[src/rtl/pio_pkg.sv]
// Shared PIO definitions: command action codes, config-entry layout and loader FSM states.
package pio_pkg;

    localparam logic [3:0] ACT_NONE    = 4'd0;
    localparam logic [3:0] ACT_INSTR   = 4'd1;
    localparam logic [3:0] ACT_WRAP    = 4'd2;
    localparam logic [3:0] ACT_PINS    = 4'd5;
    localparam logic [3:0] ACT_ENABLE  = 4'd6;
    localparam logic [3:0] ACT_DIVIDER = 4'd7;
    localparam logic [3:0] ACT_SIDESET = 4'd8;

    // Config entry: {mindex[1:0], action[3:0], data[31:0]}
    localparam int CFG_W        = 38;
    localparam int CFG_DATA_LSB = 0;
    localparam int CFG_DATA_W   = 32;
    localparam int CFG_ACT_LSB  = 32;
    localparam int CFG_ACT_W    = 4;
    localparam int CFG_MIDX_LSB = 36;
    localparam int CFG_MIDX_W   = 2;

    typedef enum logic [1:0] {
        S_IDLE = 2'd0,
        S_PROG = 2'd1,
        S_CFG  = 2'd2,
        S_FIN  = 2'd3
    } ld_state_e;

endpackage

[src/rtl/pio_loader.sv]
// Streams a program ROM into PIO instruction memory, then replays a config ROM as PIO commands.
// Commands are emitted one cycle after each ROM address, straight from the ROM read data.
module pio_loader
    import pio_pkg::*;
#(
    parameter int PROG_DEPTH = 32,
    parameter int CFG_DEPTH  = 32,
    parameter int NUM_SM     = 4
) (
    input  logic                                        clk_25mhz,
    input  logic                                        reset,
    input  logic                                        start,
    input  logic [$clog2(PROG_DEPTH):0]                 plen,
    input  logic [$clog2(CFG_DEPTH):0]                  clen,
    output logic [$clog2(PROG_DEPTH)-1:0]               prog_addr,
    input  logic [15:0]                                 prog_data,
    output logic [$clog2(CFG_DEPTH)-1:0]                cfg_addr,
    input  logic [37:0]                                 cfg_data,
    output logic [3:0]                                  action,
    output logic [31:0]                                 din,
    output logic [$clog2(PROG_DEPTH)-1:0]               index,
    output logic [(NUM_SM > 1 ? $clog2(NUM_SM) : 1)-1:0] mindex,
    output logic                                        busy,
    output logic                                        done,
    output logic                                        err,
    output logic [1:0]                                  state_dbg
);

    localparam int AW  = $clog2(PROG_DEPTH);
    localparam int CW  = $clog2(CFG_DEPTH);
    localparam int PLW = AW + 1;
    localparam int CLW = CW + 1;
    localparam int MW  = (NUM_SM > 1) ? $clog2(NUM_SM) : 1;

    ld_state_e      state, state_nx;
    logic [PLW-1:0] plen_q, prog_cnt;
    logic [CLW-1:0] clen_q, cfg_cnt;
    logic [AW-1:0]  idx_q;
    logic           p_vld, c_vld;
    logic           prog_rd, cfg_rd;
    logic           len_ok, accept, reject;
    logic           prog_last, cfg_last;

    logic [CFG_ACT_W-1:0]  cfg_act;
    logic [CFG_MIDX_W-1:0] cfg_midx;
    logic [CFG_DATA_W-1:0] cfg_payload;

    assign len_ok    = (plen <= PLW'(PROG_DEPTH)) && (clen <= CLW'(CFG_DEPTH));
    assign accept    = (state == S_IDLE) && start && len_ok;
    assign reject    = (state == S_IDLE) && start && !len_ok;
    assign prog_last = (prog_cnt == plen_q - PLW'(1));
    assign cfg_last  = (cfg_cnt == clen_q - CLW'(1));

    always_ff @(posedge clk_25mhz) begin
        if (reset) state <= S_IDLE;
        else       state <= state_nx;
    end

    always_comb begin
        state_nx = state;
        case (state)
            S_IDLE: begin
                if (accept) begin
                    if (plen != '0)      state_nx = S_PROG;
                    else if (clen != '0) state_nx = S_CFG;
                    else                 state_nx = S_FIN;
                end
            end
            S_PROG: begin
                if (prog_last) state_nx = (clen_q != '0) ? S_CFG : S_FIN;
            end
            S_CFG: begin
                if (cfg_last) state_nx = S_FIN;
            end
            S_FIN:   state_nx = S_IDLE;
            default: state_nx = S_IDLE;
        endcase
    end

    always_comb begin
        prog_rd = 1'b0;
        cfg_rd  = 1'b0;
        case (state)
            S_PROG:  prog_rd = 1'b1;
            S_CFG:   cfg_rd  = 1'b1;
            default: ;
        endcase
    end

    // Counters hold on their last address instead of stepping past the end.
    always_ff @(posedge clk_25mhz) begin
        if (reset) begin
            plen_q   <= '0;
            clen_q   <= '0;
            prog_cnt <= '0;
            cfg_cnt  <= '0;
            idx_q    <= '0;
            p_vld    <= 1'b0;
            c_vld    <= 1'b0;
            busy     <= 1'b0;
            done     <= 1'b0;
            err      <= 1'b0;
        end else begin
            p_vld <= prog_rd;
            c_vld <= cfg_rd;
            busy  <= (state_nx != S_IDLE);
            if (prog_rd) begin
                idx_q <= prog_cnt[AW-1:0];
                if (!prog_last) prog_cnt <= prog_cnt + PLW'(1);
            end
            if (cfg_rd && !cfg_last) cfg_cnt <= cfg_cnt + CLW'(1);
            if (accept) begin
                plen_q   <= plen;
                clen_q   <= clen;
                prog_cnt <= '0;
                cfg_cnt  <= '0;
                done     <= 1'b0;
                err      <= 1'b0;
            end
            if (reject) begin
                err  <= 1'b1;
                done <= 1'b0;
            end
            if (state == S_FIN) done <= 1'b1;
        end
    end

    assign cfg_act     = cfg_data[CFG_ACT_LSB +: CFG_ACT_W];
    assign cfg_midx    = cfg_data[CFG_MIDX_LSB +: CFG_MIDX_W];
    assign cfg_payload = cfg_data[CFG_DATA_LSB +: CFG_DATA_W];

    always_comb begin
        action = ACT_NONE;
        din    = '0;
        mindex = '0;
        if (p_vld) begin
            action = ACT_INSTR;
            din    = {16'h0, prog_data};
        end else if (c_vld) begin
            action = cfg_act;
            din    = cfg_payload;
            mindex = MW'(cfg_midx);
        end
    end

    assign index     = idx_q;
    assign prog_addr = prog_cnt[AW-1:0];
    assign cfg_addr  = cfg_cnt[CW-1:0];
    assign state_dbg = state;

endmodule
[config.mk]
export PLATFORM = sky130hd
export DESIGN_NAME = pio_loader
export DESIGN_NICKNAME = d
export VERILOG_FILES = /design/src/rtl/pio_pkg.sv /design/src/rtl/pio_loader.sv
export SDC_FILE = /design/constraint.sdc
export NUM_CORES = 1
export LEC_CHECK = 0
export CORE_ASPECT_RATIO = 1.4
export CORE_UTILIZATION = 43
export DETAILED_ROUTE_END_ITERATION = 10
export HOLD_SLACK_MARGIN = 0.1
export PLACE_DENSITY = 0.88
export SYNTH_ARGS = -nofsm -noshare
export SYNTH_HDL_FRONTEND = slang
export SYNTH_SLANG_ARGS = --single-unit
[constraint.sdc]
create_clock -name clk_25mhz -period 5.5 [get_ports clk_25mhz]
set_input_delay 1.1 -clock clk_25mhz [delete_from_list [all_inputs] [get_ports clk_25mhz]]
set_output_delay 1.1 -clock clk_25mhz [all_outputs]
set_load 0.005 [all_outputs]
==> results of run 1 <==
layout by cell type (no fill, tap or decap), types with 8 or more instances in the layout:
master | synthesis | layout
nand4_1 | 8 | 8
nand2_1 | 34 | 34
a21oi_1 | 14 | 14
mux2i_1 | 23 | 23
nor2_1 | 18 | 18
dfxtp_1 | 36 | 36
nand2b_1 | 10 | 10
and2_1 | 21 | 21
a22o_1 | 16 | 16
clkdlybuf4s50_1 | 0 | 126
critical path, stage by stage (launching register included):
cell	delay [ps]
dfxtp_1	510
nor2b_2	960
a22o_1	320
clkdlybuf4s50_1	520
power breakdown:
part	switching, W	leakage [nW]	internal, W
clock network	0.0000947	0.0424	0.0000904
registers	0.00000888	0.291	0.000266
logic	0.0000460	1.07	0.0000752
total	0.000150	1.40	0.000432
state kept, by name, summed over array words and instances, names as in the netlist:
name	cells
cfg_cnt	6
done	1
plen_q	6
prog_cnt	6
c_vld	1
p_vld	1
clen_q	6
state_dbg	2
busy	1
index	5
err	1
path summary, 6_finish.rpt:
check                                             from                  endpoint  slack (ps)  cells after the start
worst max-delay path                  p_vld$_SDFF_PP0_                   din[13]        1790                      3
worst min-delay path             index[2]$_SDFFE_PP0P_     index[2]$_SDFFE_PP0P_         460                      2
worst max register to register  plen_q[0]$_SDFFE_PP0N_  prog_cnt[0]$_SDFFE_PP0P_        3220                      7
worst min register to register   index[2]$_SDFFE_PP0P_     index[2]$_SDFFE_PP0P_         460                      2
metal layers:
metal	global-route usage	up-vias	wire length, um
met4	0.111	0	196
met2	0.506	121	4170
met1	0.234	1160	2530
met5	0	-	0
met3	0.0581	16	552
li1	-	1215	-
layout make-up:
type	instances	area, um2
fill	472	1610
multi-input combinational	219	1490
clock buffer	7	76.3
clock inverter	1	8.76
inverter	6	22.5
timing repair buffer	126	1260
antenna	1	2.50
tap	66	82.6
sequential	36	721
cell families (layout without fill, tap and decap cells):
group                    Yosys count  in the layout  synth area share
AND/OR/NAND/NOR                  127            127             0.290
AO/OA/AOI/OAI                     55             55             0.177
flip-flops                        36             36             0.300
buffers and inverters             35            140            0.0788
multiplexers                      23             23            0.0960
XOR/XNOR                          10             10            0.0365
adder cells (fa/ha/maj)            4              4            0.0209
other                              0              1                 0
through the flow:
step                      instances  setup slack [ps]  cell area [um2]
after floorplan                 290              3000             2400
after global placement          453              2060             3580
after detailed placement        453              1970             3580
after CTS                       461              1780             3660
after global routing            462              1610             3670
final                           462              1790             3670
==> impl_results.md, run 1 <==
- Post-synth top flop: dfxtp_1
- CTS-repair resized insts: 0
- Outcome: finished clean
- Final GP Congestion: 0.819
- I/O pin total: between 100 and 150
- CTS tree: done
- Synthesis Warnings: 0
- Drt total wl: 7450 um
- Length of the first detailed-routing pass in iterations: 4
- Final hold viol count: 0
- Seq cells post-synth: 36
- Peak supply drop: between 0.15 and 0.2 mV
- Final Cycle Share: 0.674
- Via-to-Cell Ratio: approximately 5.4
- Final Util: 0.695
- All-Layer GR Usage: 0.255
- Yosys top cell by area: dfxtp_1
- Area contributors post-synth: dfxtp_1, mux2i_1, a22o_1
- Worst Path Max Fanout: 37
- Setup Buffers After CTS: 0
- Post-synth EDFFs: 0
- Critical Path RT: 4400 ps
- Most common cell in the netlist: dfxtp_1
- Total power draw: slightly below 0.0006 W
- Clock H-tree levels: 2
- Core area: approximately 0.0053 mm2
- CTS buffer count: 5
- Worst-Margin Slew: roughly 1100 ps
- Largest net degree at the start of global routing: 38
- Clock slew at reported path FFs: around 70 ps
- Clock Latency Late Sink: ~290 ps
- Cells after synthesis: 290
- Worst hold path type: reg2reg
- Gr ovfl total: 0
- Startpoint Class: register
- PortBufs: 126
- Clock sinks: 36
- Unrepaired setup endpoints after global routing: false
- Pwr Density: ~160 mW/mm2
- Longest Clk Path Bufs: 2
- # setup viols final: 0
- Clock skew: 11.3 ps
- Layout overhead on the synthesized area: 52.8%
- First-pass GRT wire length: between 10,000 and 15,000 um
- Detail-routed net length per standard cell: between 15 and 20 um
- WHS: ~460 ps
- Initial antenna violation count: 1
- Crit path kind: reg2out
- Final Slew Violations: 0
- DRC viols: 0
- Share of the synthesized area in the top cell type: 0.300
- Mapped Area: between 0.002 and 0.0025 mm2
- Hold-fix buffers, CTS: 0
- Final HPWL DP: 5880 um
- Routed Antenna Nets: 0
- Final #Nets: around 470
- Post-Syn Nets: 363
- Max-cap violations: 0
- Fmax achieved: about 0.27 GHz
- Initial drt markers: 46
- Seq/Total Area, Yosys: 0.300
- Root Buffer: clkbuf_8
- Die width: ~65 um
- Vias in the first global route: around 2,400
- Chip height: about 90 um
- Avg Cell Area, Syn: 8.27 um2
- Ratio of cells with drive above 1 in the final layout: 0.0456
- Setup TNS Final: 0 ps
- Fin crit period: between 3000 and 4000 ps
- Starting density of the core: 0.455
- Fraction of registers with async set or reset after synthesis: 0
- Die area: about 0.0059 mm2
- Leak: 1.40 nW
- Row cnt: 31
- Top cells by count, synth: dfxtp_1, nand2_1, mux2i_1, and2_1, nor2_1
- Data arrival time of the critical path: roughly 2600 ps
- Rel. slew slack: 0.246
- Worst setup EP type: output port
- Vias: between 2,000 and 3,000
- Yosys cell types: between 40 and 50
Note: power is estimated with default switching activity, not from simulation.
==> run 2: changes to the inputs <==
--- a/config.mk
+++ b/config.mk
@@ -6,10 +6,10 @@
 export NUM_CORES = 1
 export LEC_CHECK = 0
 export CORE_ASPECT_RATIO = 1.4
-export CORE_UTILIZATION = 43
+export CORE_UTILIZATION = 40
 export DETAILED_ROUTE_END_ITERATION = 10
 export HOLD_SLACK_MARGIN = 0.1
-export PLACE_DENSITY = 0.88
+export PLACE_DENSITY = 0.82
 export SYNTH_ARGS = -nofsm -noshare
 export SYNTH_HDL_FRONTEND = slang
 export SYNTH_SLANG_ARGS = --single-unit
==> constraint.sdc (replaced) <==
create_clock -name clk_25mhz -period 3.9 [get_ports clk_25mhz]
set_input_delay 0.78 -clock clk_25mhz [delete_from_list [all_inputs] [get_ports clk_25mhz]]
set_output_delay 0.78 -clock clk_25mhz [all_outputs]
set_load 0.005 [all_outputs]
==> run 2 against run 1 <==
Hold slack improved by 0.59 ps. Clock skew rose by 0.69 ps. Clock power rose by 45%. Core utilization fell by 6.0 points. Global-route usage fell by 4.2 points. Final area rose by 0.82%. Total power rose by 42%. Sequential share of layout area fell by 0.16 points. Setup slack got worse by 990 ps. Sequential power rose by 40%. First-iteration DRC count rose by 67%. Largest power group unchanged. Highest routed layer unchanged.
==> impl_results.md, run 2 (synthesis results as in run 1) <==
- Outcome: finished clean
- Finished Layout Cells: 468 (+1.3%)
- Longest Clk Path Bufs: 2 (unchanged)
- Chip height: 93.6 um (+3.6%)
- Unrepaired setup endpoints after global routing: false
- Final Slew Violations: 0 (unchanged)
- Initial drt markers: 77 (+67%)
- CTS buffer count: 5 (unchanged)
- PortBufs: 126 (unchanged)
- Vias: 2,451 (-2.4%)
- Core area: 0.00582 mm2 (+10%)
- Final hold viol count: 0 (unchanged)
- Hold-fix buffers, CTS: 0 (unchanged)
- Final #Nets: 470 (+0.64%)
- Fin crit period: around 3100 ps
- All-Layer GR Usage: 0.213 (-0.0422)
- Gr ovfl total: 0 (unchanged)
- Data arrival time of the critical path: 2320 ps (-290 ps)
- Starting density of the core: 0.412 (-0.0427)
- Peak supply drop: 0.280 mV (+64%)
- CTS-repair resized insts: 0 (unchanged)
- Die area: 0.00631 mm2 (+7.3%)
- Worst hold path type: reg2reg
- Commonest cells after routing, fill and taps aside: clkdlybuf4s50_1, dfxtp_1, nand2_1
- I/O pin total: 127 (unchanged)
- CTS tree: done
- Worst path cell trace: nor2b_2 > a22o_1 > clkdlybuf4s50_1
- Number of diodes: 0 (-1)
- First-pass GRT wire length: 10,300 um (-11%)
- Final GP Congestion: 0.800 (-2.4%)
- Clock sinks: 36 (unchanged)
- Clock H-tree levels: 2 (unchanged)
- Worst reg2reg startpoint: plen_q[0]$_SDFFE_PP0N_
- Startpoint Class: register
- Clock slew at reported path FFs: 80 ps (about the same)
- Final HPWL DP: 5380 um (-8.5%)
- Row cnt: 33 (+6.5%)
- Slowest CP cell: nor2b_2
- Drt total wl: 6780 um (-9.1%)
- Critical Path RT: 3120 ps (-1280 ps)
- Worst setup EP type: output port
- WP buf/inv: 1 (unchanged)
- Fmax achieved: approximately 0.32 GHz
- Worst-Margin Slew: 1110 ps (-16.9 ps)
- Setup TNS Final: 0 ps (unchanged)
- Rel. slew slack: 0.257 (+0.0113)
- Setup Buffers After CTS: 0 (unchanged)
- Layout overhead on the synthesized area: 54.1%
- Delay-heaviest family, CP: simple AND/OR/NAND/NOR gates
- Pwr Density: 224 mW/mm2 (+41%)
- Clock Latency Late Sink: 290 ps (about the same)
- Crit path kind: reg2out
- Root Buffer: clkbuf_8
- Largest net degree at the start of global routing: 38 (unchanged)
- Final Cycle Share: 0.795
- Vias in the first global route: 2,249 (-5.7%)
- Die width: 67.4 um (+3.6%)
- Placed cell count: 460 (+1.5%)
- Ratio of cells with drive above 1 in the final layout: 0.0578 (+0.0122)
- Detail-routed net length per standard cell: 14.5 um (-10%)
- Most common cell after layout, fill and taps aside: clkdlybuf4s50_1
- Routed Antenna Nets: 0 (unchanged)
- Hold Crit Start: index[3]$_SDFFE_PP0P_
- Critical Path Max Stage Delay: 890 ps (-70 ps)
- Clock skew: 12.0 ps (+0.690 ps)
- Length of the first detailed-routing pass in iterations: 4 (unchanged)
- # setup viols final: 0 (unchanged)
- Initial antenna violation count: 0 (-1)
- Max-cap violations: 0 (unchanged)
- Via-to-Cell Ratio: 5.24 (-3.7%)
- Worst Path Max Fanout: 37 (unchanged)
- Leak: 1.42 nW (+1.2%)
- DRC viols: 0 (unchanged)
- Crit. Startpoint: c_vld$_SDFF_PP0_
run 2: layout make-up:
type                    instances  area, um2
fillers                       520       2130
clock inverters                 3       21.3
well taps                      70       87.6
multi-input cells             219       1490
flip-flops and latches         36        721
clock buffers                   5       68.8
inverters                       6       22.5
repair buffers                129       1280
run 2: power by group:
part	total [W]	switching, W	leakage, nW	internal, W
clock	0.000268	0.000142	0.0445	0.000127
combinational	0.000173	0.0000657	1.09	0.000108
sequential	0.000386	0.0000103	0.291	0.000376
run 2: metal layers:
metal  wire length (um)  GRT usage
met1               2570      0.215
met2               3540      0.405
met3                526     0.0427
met4                139     0.0833
met5                  0          0
run 2: final timing paths:
check	to	slack, ps	depth (start not counted)
max reg2reg	prog_cnt[0]$_SDFFE_PP0P_	1590	7
max	din[4]	800	3
min	index[3]$_SDFFE_PP0P_	460	2
min reg2reg	index[3]$_SDFFE_PP0P_	460	2
run 2: worst min-delay path, cell delays in order (launching register included):
cell and delay [ps]:
dfxtp_1 310, nand2_1 50, a21oi_1 50
run 2: per-stage QoR:
stage | worst slack [ps] | total power (W) | util | hold WS (ps) | cell area (um2)
final | 801 | 0.000828 | 0.635 | 460 | 3700
after global routing | 616 | 0.000868 | 0.635 | 490 | 3700
after CTS | 788 | 0.000837 | 0.635 | 462 | 3700
after detailed placement | 884 | 0.000568 | 0.619 | 451 | 3610
after global placement | 968 | 0.000564 | 0.619 | 444 | 3610
after floorplan | 1720 | 0.000468 | - | 453 | 2400
==> run 3: changes to the inputs <==
==> constraint.sdc (replaced) <==
create_clock -name clk_25mhz -period 3.1 [get_ports clk_25mhz]
set_input_delay 0.62 -clock clk_25mhz [delete_from_list [all_inputs] [get_ports clk_25mhz]]
set_output_delay 0.62 -clock clk_25mhz [all_outputs]
set_load 0.005 [all_outputs]
==> run 3 against run 2 <==
Core utilization grew 0.69 points. Count of clock-buffer cells in the layout is the same. Setup slack got worse by 190 ps. Global-route usage increased by 0.92 points. Sequential cell count is the same. Combinational power up 27%. Critical path type is now in2reg. Cell count grew 0.43%. Die area unchanged. Via count increased by 0.24%. Total power grew 36%. Wire length increased by 3.5%.
==> impl_results.md, run 3 (synthesis results as in run 1) <==
- Drt total wl: 7010 um (+3.5%)
- Worst-Margin Slew: 1010 ps (-94.5 ps)
- Worst path cell trace: clkdlybuf4s50_1 > nor3_1 > a21bo_2 > a31oi_2 > or2b_1 > mux2i_1
- Delay-heaviest family, CP: compound AO/OA/AOI/OAI gates
- I/O pin total: 127 (unchanged)
- Final Cycle Share: 0.804
- Final Slew Violations: 0 (unchanged)
- Vias in the first global route: 2,339 (+4.0%)
- Switching share of power: 0.246 (-0.0171)
- R2R Path End: prog_cnt[1]$_SDFFE_PP0P_
- Setup TNS Final: 0 ps (unchanged)
- Peak supply drop: 0.346 mV (+24%)
- Worst reg2reg setup slack: 870 ps (-720 ps)
- Unrepaired setup endpoints after global routing: false
- Rel. slew slack: 0.322 (+0.0642)
- Worst hold path type: reg2reg
- Sequential Area: 721 um2 (unchanged)
- Hold-fix buffers, CTS: 0 (unchanged)
- Clock H-tree levels: 2 (unchanged)
- Multi-input logic area: 0.00149 mm2 (unchanged)
- Row cnt: 33 (unchanged)
- PortBufs: 126 (unchanged)
- Ratio of cells with drive above 1 in the final layout: 0.0625 (+0.00471)
- Fmax achieved: approximately 0.40 GHz
- Leak: 1.44 nW (+1.4%)
- Clock skew: 8.00 ps (-3.95 ps)
- All-Layer GR Usage: 0.222 (+0.00925)
- Clock share of power: 0.375 (+0.051)
- Clock slew at reported path FFs: 80 ps (about the same)
- Fin crit period: 2490 ps
- Core area: 0.00582 mm2 (unchanged)
- Setup Buffers After CTS: 0 (unchanged)
- Initial antenna violation count: 0 (unchanged)
- # setup viols final: 0 (unchanged)
- Final HPWL DP: 5690 um (+5.9%)
- Internal Power: 0.000851 W (+40%)
- Final hold viol count: 0 (unchanged)
- Final #Nets: 472 (+0.43%)
- Gr ovfl total: 0 (unchanged)
- Slowest CP cell: a31oi_2
- Initial drt markers: 63 (-18%)
- Comb power frac: 0.194 (-0.016)
- Crit. Startpoint: clen[0]
- Length of the first detailed-routing pass in iterations: 4 (unchanged)
- Longest Clk Path Bufs: 2 (unchanged)
- Startpoint Class: input pin
- Worst setup EP type: register
- Die area: 0.00631 mm2 (unchanged)
- DRC viols: 0 (unchanged)
- Layout overhead on the synthesized area: 55.8%
- Worst reg2reg startpoint: plen_q[0]$_SDFFE_PP0N_
- Worst Setup EP: cfg_cnt[4]$_SDFFE_PP0P_
- CTS buffer count: 5 (unchanged)
- Vias: 2,457 (+0.24%)
- Pwr Density: 302 mW/mm2 (+35%)
- CTS-repair resized insts: 0 (unchanged)
- Worst Path Max Fanout: 25 (-32%)
- FILL cells: 517 (-0.58%)
- Cell count along the critical path: 6 (+3)
- Max-cap violations: 0 (unchanged)
- NetSw: 0.000277 W (+27%)
- Root Buffer: clkbuf_8
- Clock sinks: 36 (unchanged)
- Clock Latency Late Sink: 290 ps (about the same)
- Data arrival time of the critical path: 2710 ps (+390 ps)
- Commonest cells after routing, fill and taps aside: clkdlybuf4s50_1, dfxtp_1, nand2_1
- R2R depth: 7 (unchanged)
- Detail-routed net length per standard cell: 14.9 um (+3.1%)
- Power share of the sequential group: 0.431 (-0.035)
- Starting density of the core: 0.412 (unchanged)
- Chip height: 93.6 um (unchanged)
- Number of diodes: 0 (unchanged)
- First-pass GRT wire length: 10,600 um (+2.9%)
- Final Util: 0.642 (+0.00688)
- Largest net degree at the start of global routing: 38 (unchanged)
- Critical Path Max Stage Delay: 830 ps (-60 ps)
- Routed Antenna Nets: 0 (unchanged)
- Most common cell after layout, fill and taps aside: clkdlybuf4s50_1
- Via-to-Cell Ratio: 5.23 (-0.18%)
- Final GP Congestion: 0.781 (-2.3%)
- Crit path kind: in2reg
- Critical Path RT: 3320 ps (+200 ps)
- CTS tree: done
- Outcome: finished clean
- Die width: 67.4 um (unchanged)
- WP buf/inv: 1 (unchanged)
-- run 3: cell types whose count changed in the layout (fill, tap and decap cells not counted), sizes merged --
cell | previous run | this run
clkinv | 1 | 0
bufinv | 0 | 1
buf | 3 | 5
-- run 3: final cells by class --
cell class                      instances  share of cell area
Clock buffer                            5              0.0184
Clock inverter                          3              0.0124
Inverter                                6             0.00603
Multi-Input combinational cell        219               0.399
Sequential cell                        36               0.193
Tap cell                               70              0.0234
Timing Repair Buffer                  131               0.348
-- run 3: worst min path at each step --
stage                     startpoint               endpoint  slack (ps)  cells after the start
5_1_grt        index[3]$_SDFFE_PP0P_  index[3]$_SDFFE_PP0P_         480                      2
3_5_place_dp   index[2]$_SDFFE_PP0P_  index[2]$_SDFFE_PP0P_         450                      2
4_1_cts        index[2]$_SDFFE_PP0P_  index[2]$_SDFFE_PP0P_         460                      2
2_1_floorplan  index[0]$_SDFFE_PP0P_  index[0]$_SDFFE_PP0P_         450                      2
3_3_place_gp   index[0]$_SDFFE_PP0P_  index[0]$_SDFFE_PP0P_         440                      2
6_report       index[2]$_SDFFE_PP0P_  index[2]$_SDFFE_PP0P_         460                      2
-- run 3: worst min-delay path: stages (launching register included) --
cell and delay, ps:
dfxtp_1 310, nand2_1 50, a21oi_1 50
-- run 3: power groups by stage --
stage | registers [W] | logic (W) | clock network, W
6_report | 0.000486 | 0.000219 | 0.000423
5_1_grt | 0.000488 | 0.000237 | 0.000451
4_1_cts | 0.000486 | 0.000220 | 0.000432
3_5_place_dp | 0.000497 | 0.000219 | 0
3_3_place_gp | 0.000496 | 0.000214 | 0
2_1_floorplan | 0.000491 | 0.0000974 | 0
-- run 3: through the flow --
stage	cell area (um2)	instances	power (W)	hold slack, ps	worst slack, ps
after detailed placement	3620	462	0.000716	447	303
after floorplan	2400	290	0.000589	453	1080
after CTS	3740	470	0.00114	457	623
final	3740	470	0.00113	457	607
after global placement	3620	462	0.000711	445	414
after global routing	3740	470	0.00118	485	482
-- run 3: metal layers --
layer  global-route usage  part of all wire
met5                    0                 0
met1                0.215              0.36
met4                0.103             0.029
met2                0.434              0.53
met3               0.0329             0.073
